[src/rtl/fre_gate_ctrl.sv]
// fre_gate_ctrl: auto-ranging gated edge counter for the frequency meter.
// Opens a per-range gate, counts input rising edges, steps range in EVAL, hands results out valid/ready.
module fre_gate_ctrl #(
    parameter int GATE_CYC0 = 50_000_000,
    parameter int GATE_CYC1 = 5_000_000,
    parameter int GATE_CYC2 = 500_000,
    parameter int HI_LIM    = 999_999,
    parameter int LO_LIM    = 99_999,
    parameter int CNT_W     = 24
) (
    input  logic             clk_i,
    input  logic             rst_n,
    input  logic             fre_i,
    input  logic             en_i,
    output logic             gate_o,
    output logic [1:0]       range_o,
    output logic [CNT_W-1:0] res_o,
    output logic             res_valid_o,
    input  logic             res_ready_i,
    output logic             ovf_o
);
    localparam int TW = $clog2(GATE_CYC0 + 1);
    localparam logic [CNT_W-1:0] HI = CNT_W'(HI_LIM);
    localparam logic [CNT_W-1:0] LO = CNT_W'(LO_LIM);

    typedef enum logic [1:0] {IDLE, GATE, EVAL, OUT} state_t;

    state_t           state_q, state_d;
    logic [2:0]       sync_q;
    logic [TW-1:0]    tmr_q, tmr_d, len;
    logic [CNT_W-1:0] cnt_q, cnt_d, res_q, res_d;
    logic [1:0]       range_q, range_d;
    logic             ovf_q, ovf_d, rise;

    assign rise = sync_q[1] & ~sync_q[2];
    assign len  = range_q == 2'd0 ? TW'(GATE_CYC0) : range_q == 2'd1 ? TW'(GATE_CYC1) : TW'(GATE_CYC2);

    always_comb begin
        state_d = state_q;
        tmr_d   = tmr_q;
        cnt_d   = cnt_q;
        range_d = range_q;
        res_d   = res_q;
        ovf_d   = ovf_q;
        case (state_q)
            IDLE: state_d = en_i ? GATE : IDLE;
            GATE: begin
                tmr_d = tmr_q + 1'b1;
                cnt_d = (rise && cnt_q != '1) ? cnt_q + 1'b1 : cnt_q;
                if (!en_i) begin
                    state_d = IDLE;
                    cnt_d   = '0;
                end else if (tmr_q == len - 1'b1) begin
                    state_d = EVAL;
                end
            end
            EVAL: begin
                if (cnt_q > HI && range_q < 2'd2) begin
                    range_d = range_q + 2'd1;
                    state_d = GATE;
                end else if (cnt_q < LO && range_q > 2'd0) begin
                    range_d = range_q - 2'd1;
                    state_d = GATE;
                end else begin
                    res_d   = cnt_q;
                    ovf_d   = cnt_q > HI;
                    state_d = OUT;
                end
            end
            OUT: if (res_ready_i) state_d = en_i ? GATE : IDLE;
            default: state_d = IDLE;
        endcase
        // every entry into GATE starts a fresh window and count
        if (state_d == GATE && state_q != GATE) begin
            tmr_d = '0;
            cnt_d = '0;
        end
    end

    always_ff @(posedge clk_i or negedge rst_n) begin
        if (!rst_n) begin
            state_q <= IDLE;
            sync_q  <= '0;
            tmr_q   <= '0;
            cnt_q   <= '0;
            range_q <= '0;
            res_q   <= '0;
            ovf_q   <= 1'b0;
        end else begin
            state_q <= state_d;
            sync_q  <= {sync_q[1:0], fre_i};
            tmr_q   <= tmr_d;
            cnt_q   <= cnt_d;
            range_q <= range_d;
            res_q   <= res_d;
            ovf_q   <= ovf_d;
        end
    end

    assign gate_o      = state_q == GATE;
    assign res_valid_o = state_q == OUT;
    assign range_o     = range_q;
    assign res_o       = res_q;
    assign ovf_o       = ovf_q;
endmodule

[config.mk]
export PLATFORM = sky130hd
export DESIGN_NAME = fre_gate_ctrl
export DESIGN_NICKNAME = d
export VERILOG_FILES = /design/src/rtl/fre_gate_ctrl.sv
export SDC_FILE = /design/constraint.sdc
export NUM_CORES = 1
export LEC_CHECK = 0
export CORE_MARGIN = 4
export CORE_UTILIZATION = 57
export DETAILED_ROUTE_END_ITERATION = 16
export PLACE_DENSITY = 0.85
export SETUP_SLACK_MARGIN = 0.4
export SYNTH_ARGS = -nofsm -noshare
export SYNTH_HDL_FRONTEND = slang
export SYNTH_SLANG_ARGS = --single-unit
[constraint.sdc]
create_clock -name clk_i -period 5 [get_ports clk_i]
set_clock_uncertainty 0.2 [all_clocks]
set_input_delay 0.5 -clock clk_i [delete_from_list [all_inputs] [get_ports clk_i]]
set_output_delay 0.5 -clock clk_i [all_outputs]
set_load 0.02 [all_outputs]
==> results.toml, run 1 <==
[run_status]
status = "finished clean"

[logic_synthesis]
synthesis.yosys.warnings = 0
post_syn_nets = 436
syn_area_per_cell_um2 = 9.98
postSynth.asyncResetShare = 1.00
ys_dominant_reg_cell = "dfrtp_1"
postSynthCellCount = 426
post_synth_main_area_contributors = "dfrtp_1 (48%), mux2_2 (6.9%), o21ai_0 (4.8%)"
synth-edff-count = 0
synth_seq_area_share = 0.483
synth_cell_type_count = 54
post-synth-top-area-fraction = 0.483
synthesis.area_mm2 = 0.00425
yosys.area.top_type = "dfrtp_1"
synth-seq-cells = 82

[layout]
post_layout_nonfiller_instances = 551
area_delta_synth_final_pct = 13.5
num-fill-cells = 554
final_net_count = 458
antenna_cells_inserted = 0
drive_gt1_frac = 0.144
finish.utilization = 0.665

[floorplanning]
floorplan.die.height_um = 94.4
fp.dieW_um = 94.4
placementRows = 31
dieArea_mm2 = 0.00890
io_pins = 34
initial_utilization = 0.586
core_mm2 = 0.00725

[clock_network]
clock_tree_from_tritoncts = "built"
postCtsSetupRepairBufs = 0
worst_skew_pair.late_latency_ns = 0.35
tritoncts_num_sinks = 82
numCtsBuffers = 9
clk_transition_reported_paths_ns = 0.09
cts_htree_levels = 3
cts.repair.resized = 0
clock_path_buffers = 2
cts.hold.buffers_added = 0
cts_root_buffer = "clkbuf_8"

[placed_design]
dp.cells = 536
gp_congestion = 0.942
dp_slack_ns = 1.87
dp.final_hpwl_um = 6280
io_buffers = 33

[critical_path]
setup.worst_path.start_class = "flip-flop"
critPathCaptureType = "flip-flop"
cp_slowest_stage_delay_ns = 0.84
worstPathBufferInverterCount = 1
cp_num_cells = 8
cp_slowest_cell = "a2111oi_0"
worstPathCellList = "inv_1 > ha_1 > or4_1 > nor4b_1 > o22ai_1 > a2111oi_0 > o21bai_1 > a21oi_1"
maximum_fanout_along_the_worst_path = 5
required_ns = 5.03
cpLargestDelayFamily = "compound AO/OA/AOI/OAI gates"
timing.reg2reg.worst_path_depth = 8
path_class = "flip-flop to flip-flop"
critical_path_arrival_ns = 3.32

[pwr]
seqPwrFrac = 0.517
vdd_drop_max_mv = 0.247
p_sw_mw = 0.286
switching_share = 0.218
power_frac_comb = 0.042
leakage_nw = 1.94
power_density_mw_per_mm2 = 272
total_power_mw = 1.31
intPower_mw = 1.03
clockPowerShare = 0.440

[sta]
rsz0062_at_grt = "no"
slew_at_the_pin_closest_to_its_max_slew_limit_ns = 1.02
finalCritPeriodShare = 0.659
slew-limit-headroom = 0.318
slew_violations = 0
final_worst_setup_slack_ns = 1.71
maxClockFrequency_mhz = 304
tns_ns = 0
setup_violation_total_in_the_final_timing_report = 0
hold_violations = 0
min_period_ns = 3.29

[routing]
routed_via_density = 6.33
detailroute.via_count = 3490
route.detailed.wl_per_inst_um = 17.2
drcViolationCount = 0
initialDrtViolationCount = 334
routed_wl_um = 9460
drt_pre_antenna_iters = 5
post_route_ant_nets = 0

[hold_path]
hold_path_class = "primary input to async pin"

[grt]
first_global_vias = 3348
grt_util_all_layers = 0.232
global_route_wire_length_before_repair_um = 16400
grt_start_max_net_pins = 83
grt.overflow.total = 0
grt_antenna_before_repair = 0

[job]
max_cap_violations = 0
==> placed cells by master, fill, tap and decap left out, types with 5 or more instances in the layout <==
cell type / netlist / routed
nand2_1: 41 / 41
a22o_1: 6 / 6
nand3_1: 35 / 35
mux2_2: 26 / 26
clkbuf_8: 0 / 10
xnor2_1: 6 / 6
dfrtp_1: 82 / 82
ha_1: 5 / 5
clkdlybuf4s50_1: 0 / 32
nand4_1: 25 / 25
inv_1: 6 / 6
o21ai_0: 41 / 41
and3_1: 6 / 6
nor2_1: 25 / 25
o311ai_0: 19 / 19
nor3_1: 5 / 5
nor4_1: 9 / 9
or2_2: 10 / 10
or3_1: 7 / 7
==> cell usage after synthesis (2+ instances only) <==
cell type and count:
buf_6 5, a21oi_1 2, inv_1 6, ha_1 5, clkbuf_1 11, nand3_1 35, nand4_1 25, nor4b_1 2
mux2i_1 4, o31a_1 2, or4_1 2, nand2b_1 4, dfrtp_1 82, o22ai_1 2, nor2_1 25, nor3_1 5
and3_1 6, buf_4 4, mux2_2 26, xnor2_1 6, nor4_1 9, xor2_1 2, or3_1 7, o21ai_0 41
or4_4 2, or2_2 10, buf_2 4, o311ai_0 19, a2111oi_0 2, nand2_1 41, a22o_1 6, a211o_1 2
==> power groups by stage <==
stage	clock, mW	sequential, mW	combinational, mW
after floorplan	0	0.690	0.0322
after global placement	0	0.692	0.0535
after detailed placement	0	0.693	0.0558
after CTS	0.585	0.680	0.0560
after global routing	0.613	0.682	0.0625
final	0.579	0.680	0.0558
==> layer usage <==
metal  wire (µm)  up-vias  track usage  part of all wire
li1            -     1639            -                 -
met1        4170     1704        0.315              0.44
met2        4530      127        0.370              0.48
met3         531       20       0.0510             0.056
met4         221        0       0.0806             0.023
met5           0        -            0                 0
==> logic make-up (layout without fill, tap and decap cells) <==
kind of cell	after synthesis	count (layout)	synth area share
mux	30	30	0.0783
simple gates	183	183	0.230
buf+inv	32	58	0.0418
xor+xnor	8	8	0.0165
compound gates	86	86	0.136
fa+ha+maj	5	5	0.0147
flops	82	82	0.483
==> state kept, by name, indices dropped and copies added, names as in the netlist <==
register and cells:
cnt_q 24, sync_q 3, res_o 24, ovf_o 1, state_q 2, range_o 2
tmr_q 26
==> worst register-to-register path: stages, from the launching register on <==
cell and delay (ns):
dfrtp_1 0.45, inv_1 0.11, ha_1 0.26, or4_1 0.57, nor4b_1 0.34, o22ai_1 0.12
a2111oi_0 0.84, o21bai_1 0.22, a21oi_1 0.08
==> path summary, 6_finish.rpt <==
kind                       startpoint    endpoint  slack [ns]
min in group clk_i          sync_q[0]   sync_q[1]        0.15
min                             rst_n   tmr_q[19]        0.11
max in group asynchronous       rst_n   cnt_q[13]        3.82
max                        range_o[1]  state_q[0]        1.71
min reg2reg                 sync_q[0]   sync_q[1]        0.15
max reg2reg                range_o[1]  state_q[0]        1.71
==> final cells by class <==
| cell class | count | area, µm² | share of cell area |
|---|---|---|---|
| inverter | 7 | 26.3 | 0.00544 |
| multi-input combinational | 312 | 2030 | 0.421 |
| tap | 99 | 124 | 0.0257 |
| sequential | 82 | 2050 | 0.425 |
| clock buffer | 10 | 138 | 0.0285 |
| timing repair buffer | 36 | 350 | 0.0726 |
| clock inverter | 5 | 103 | 0.0213 |
==> stage by stage <==
step                      hold slack (ns)  cell area [µm²]
after floorplan                   0.00441             4250
final                               0.114             4830
after global routing                0.167             4830
after CTS                           0.153             4830
after detailed placement            0.136             4590
after global placement              0.133             4590
Power figures use the tool's default switching activity.
==> run 2: changes to the inputs <==
Clock period 5 ns to 3.23 ns, I/O delays scaled along.
==> results.toml, run 2 (synthesis results as in run 1) <==
[run_status]
status = "finished clean"

[routing]
drcViolationCount = 0
routed_wl_um = 9760
initialDrtViolationCount = 261
route.detailed.wl_per_inst_um = 17.4
post_route_ant_nets = 0
detailroute.via_count = 3558
routed_via_density = 6.35
drt_pre_antenna_iters = 5

[sta]
setup_violation_total_in_the_final_timing_report = 0
min_period_ns = 2.82
fin_hold_ws_ns = 0.182
finalCritPeriodShare = 0.874
slew_violations = 0
slew_at_the_pin_closest_to_its_max_slew_limit_ns = 1.02
slew-limit-headroom = 0.322
tns_ns = 0
hold_violations = 0
maxClockFrequency_mhz = 354
rsz0062_at_grt = "yes"

[layout]
mostFrequentLayoutCell = "dfrtp_1"
final_area_mm2 = 0.00495
num-fill-cells = 526
largest_reg_flops = 26
final_net_count = 466
antenna_cells_inserted = 0
drive_gt1_frac = 0.206
top_register = "tmr_q"
post_layout_nonfiller_instances = 560
area_delta_synth_final_pct = 16.5
most-common-layout-cells = "dfrtp_1 (70), o21ai_0 (41), nand2_1 (40)"

[critical_path]
path_class = "flip-flop to flip-flop"
timing.rr.end = "cnt_q[11]"
setup.worst_path.start_class = "flip-flop"
required_ns = 3.23
reg2reg_slack_ns = 0.41
maximum_fanout_along_the_worst_path = 20
reg_to_reg_start = "cnt_q[0]"
critPathCaptureType = "flip-flop"
critical_path_arrival_ns = 2.82
timing.reg2reg.worst_path_depth = 7

[clock_network]
tritoncts_num_sinks = 82
numCtsBuffers = 9
cts_root_buffer = "clkbuf_8"
clock_tree_from_tritoncts = "built"
cts_htree_levels = 3
clock_path_buffers = 2
clk_transition_reported_paths_ns = 0.08
worst_skew_pair.late_latency_ns = 0.35

[grt]
grt_antenna_before_repair = 0
grt_util_all_layers = 0.232
global_route_wire_length_before_repair_um = 16300
first_global_vias = 3472
grt.overflow.total = 0
grt_start_max_net_pins = 83

[hold_path]
worstHoldStart = "sync_q[0]"
worst_hold_path.endpoint = "sync_q[1]"
worst_hold_depth = 0
hold_path_class = "flip-flop to flip-flop"

[placed_design]
io_buffers = 33
dp.cells = 542
dp.final_hpwl_um = 6560
gp_congestion = 0.947
standard_cell_area_after_detailed_placement_mm2 = 0.00463

[pwr]
vdd_drop_max_mv = 0.313
leakage_nw = 1.95
power_density_mw_per_mm2 = 396
total_power_mw = 1.96

[floorplanning]
initial_utilization = 0.586
floorplan.die.height_um = 94.4
io_pins = 34
placementRows = 31
dieArea_mm2 = 0.00890
core_mm2 = 0.00725
fp.dieW_um = 94.4

[job]
max_cap_violations = 0
run 2: changes by cell type in the layout (fill, tap and decap cells not counted), moves of 2 or more:
cell	before	now
nor3_1	5	3
dfrtp_1	82	70
buf_4	4	9
dfrtp_2	0	12
a2111oi_0	2	0
nor3_2	0	2
a2111oi_2	0	2
run 2: repair_timing:
| action | CTS | global route |
|---|---|---|
| gates resized for setup | 7 | 23 |
| setup buffers | 1 | 0 |
| setup endpoints to repair | 30 | 36 |
| pin swaps | 0 | 1 |
| hold buffers | 1 | 0 |
| endpoints found under the hold margin | 82 | 0 |
run 2: cell type report:
type | instances | area [µm²] | share of cell area
inverters | 7 | 26.3 | 0.00530
well taps | 99 | 124 | 0.0250
multi-input cells | 312 | 2090 | 0.423
repair buffers | 44 | 424 | 0.0856
clock inverters | 5 | 77.6 | 0.0157
clock buffers | 11 | 141 | 0.0285
flip-flops and latches | 82 | 2070 | 0.417
run 2: worst max path at each step:
stage	startpoint	slack [ns]	endpoint	cells after the start
2_1_floorplan	cnt_q[11]	0.54	res_o[12]	7
3_3_place_gp	range_o[0]	0.35	state_q[0]	9
3_5_place_dp	range_o[0]	0.32	state_q[0]	9
4_1_cts	range_o[1]	0.39	state_q[0]	9
5_1_grt	cnt_q[0]	0.36	cnt_q[11]	7
6_report	cnt_q[0]	0.41	cnt_q[11]	7
run 2: through the flow:
stage	util	setup slack, ns
after global placement	0.638	0.349
after floorplan	-	0.545
after detailed placement	0.638	0.316
after global routing	0.683	0.355
final	0.683	0.407
after CTS	0.675	0.387
run 2: where the power goes:
group / switching, mW / internal, mW
sequential: 0.0160 / 1.04
clock: 0.363 / 0.454
combinational: 0.0621 / 0.0273
run 2: metal layers:
metal / global-route usage / share of wire
met3: 0.0494 / 0.063
met1: 0.294 / 0.41
met4: 0.123 / 0.027
met2: 0.372 / 0.50
met5: 0 / 0
run 2: worst max-delay path, cell delays in order, from the launching register on:
cell      delay (ns)
dfrtp_1         0.43
ha_1            0.29
nand4_1         0.21
nor3_2          0.11
and3_1          0.22
a31o_2          0.26
or2_2           0.46
o311ai_0        0.48
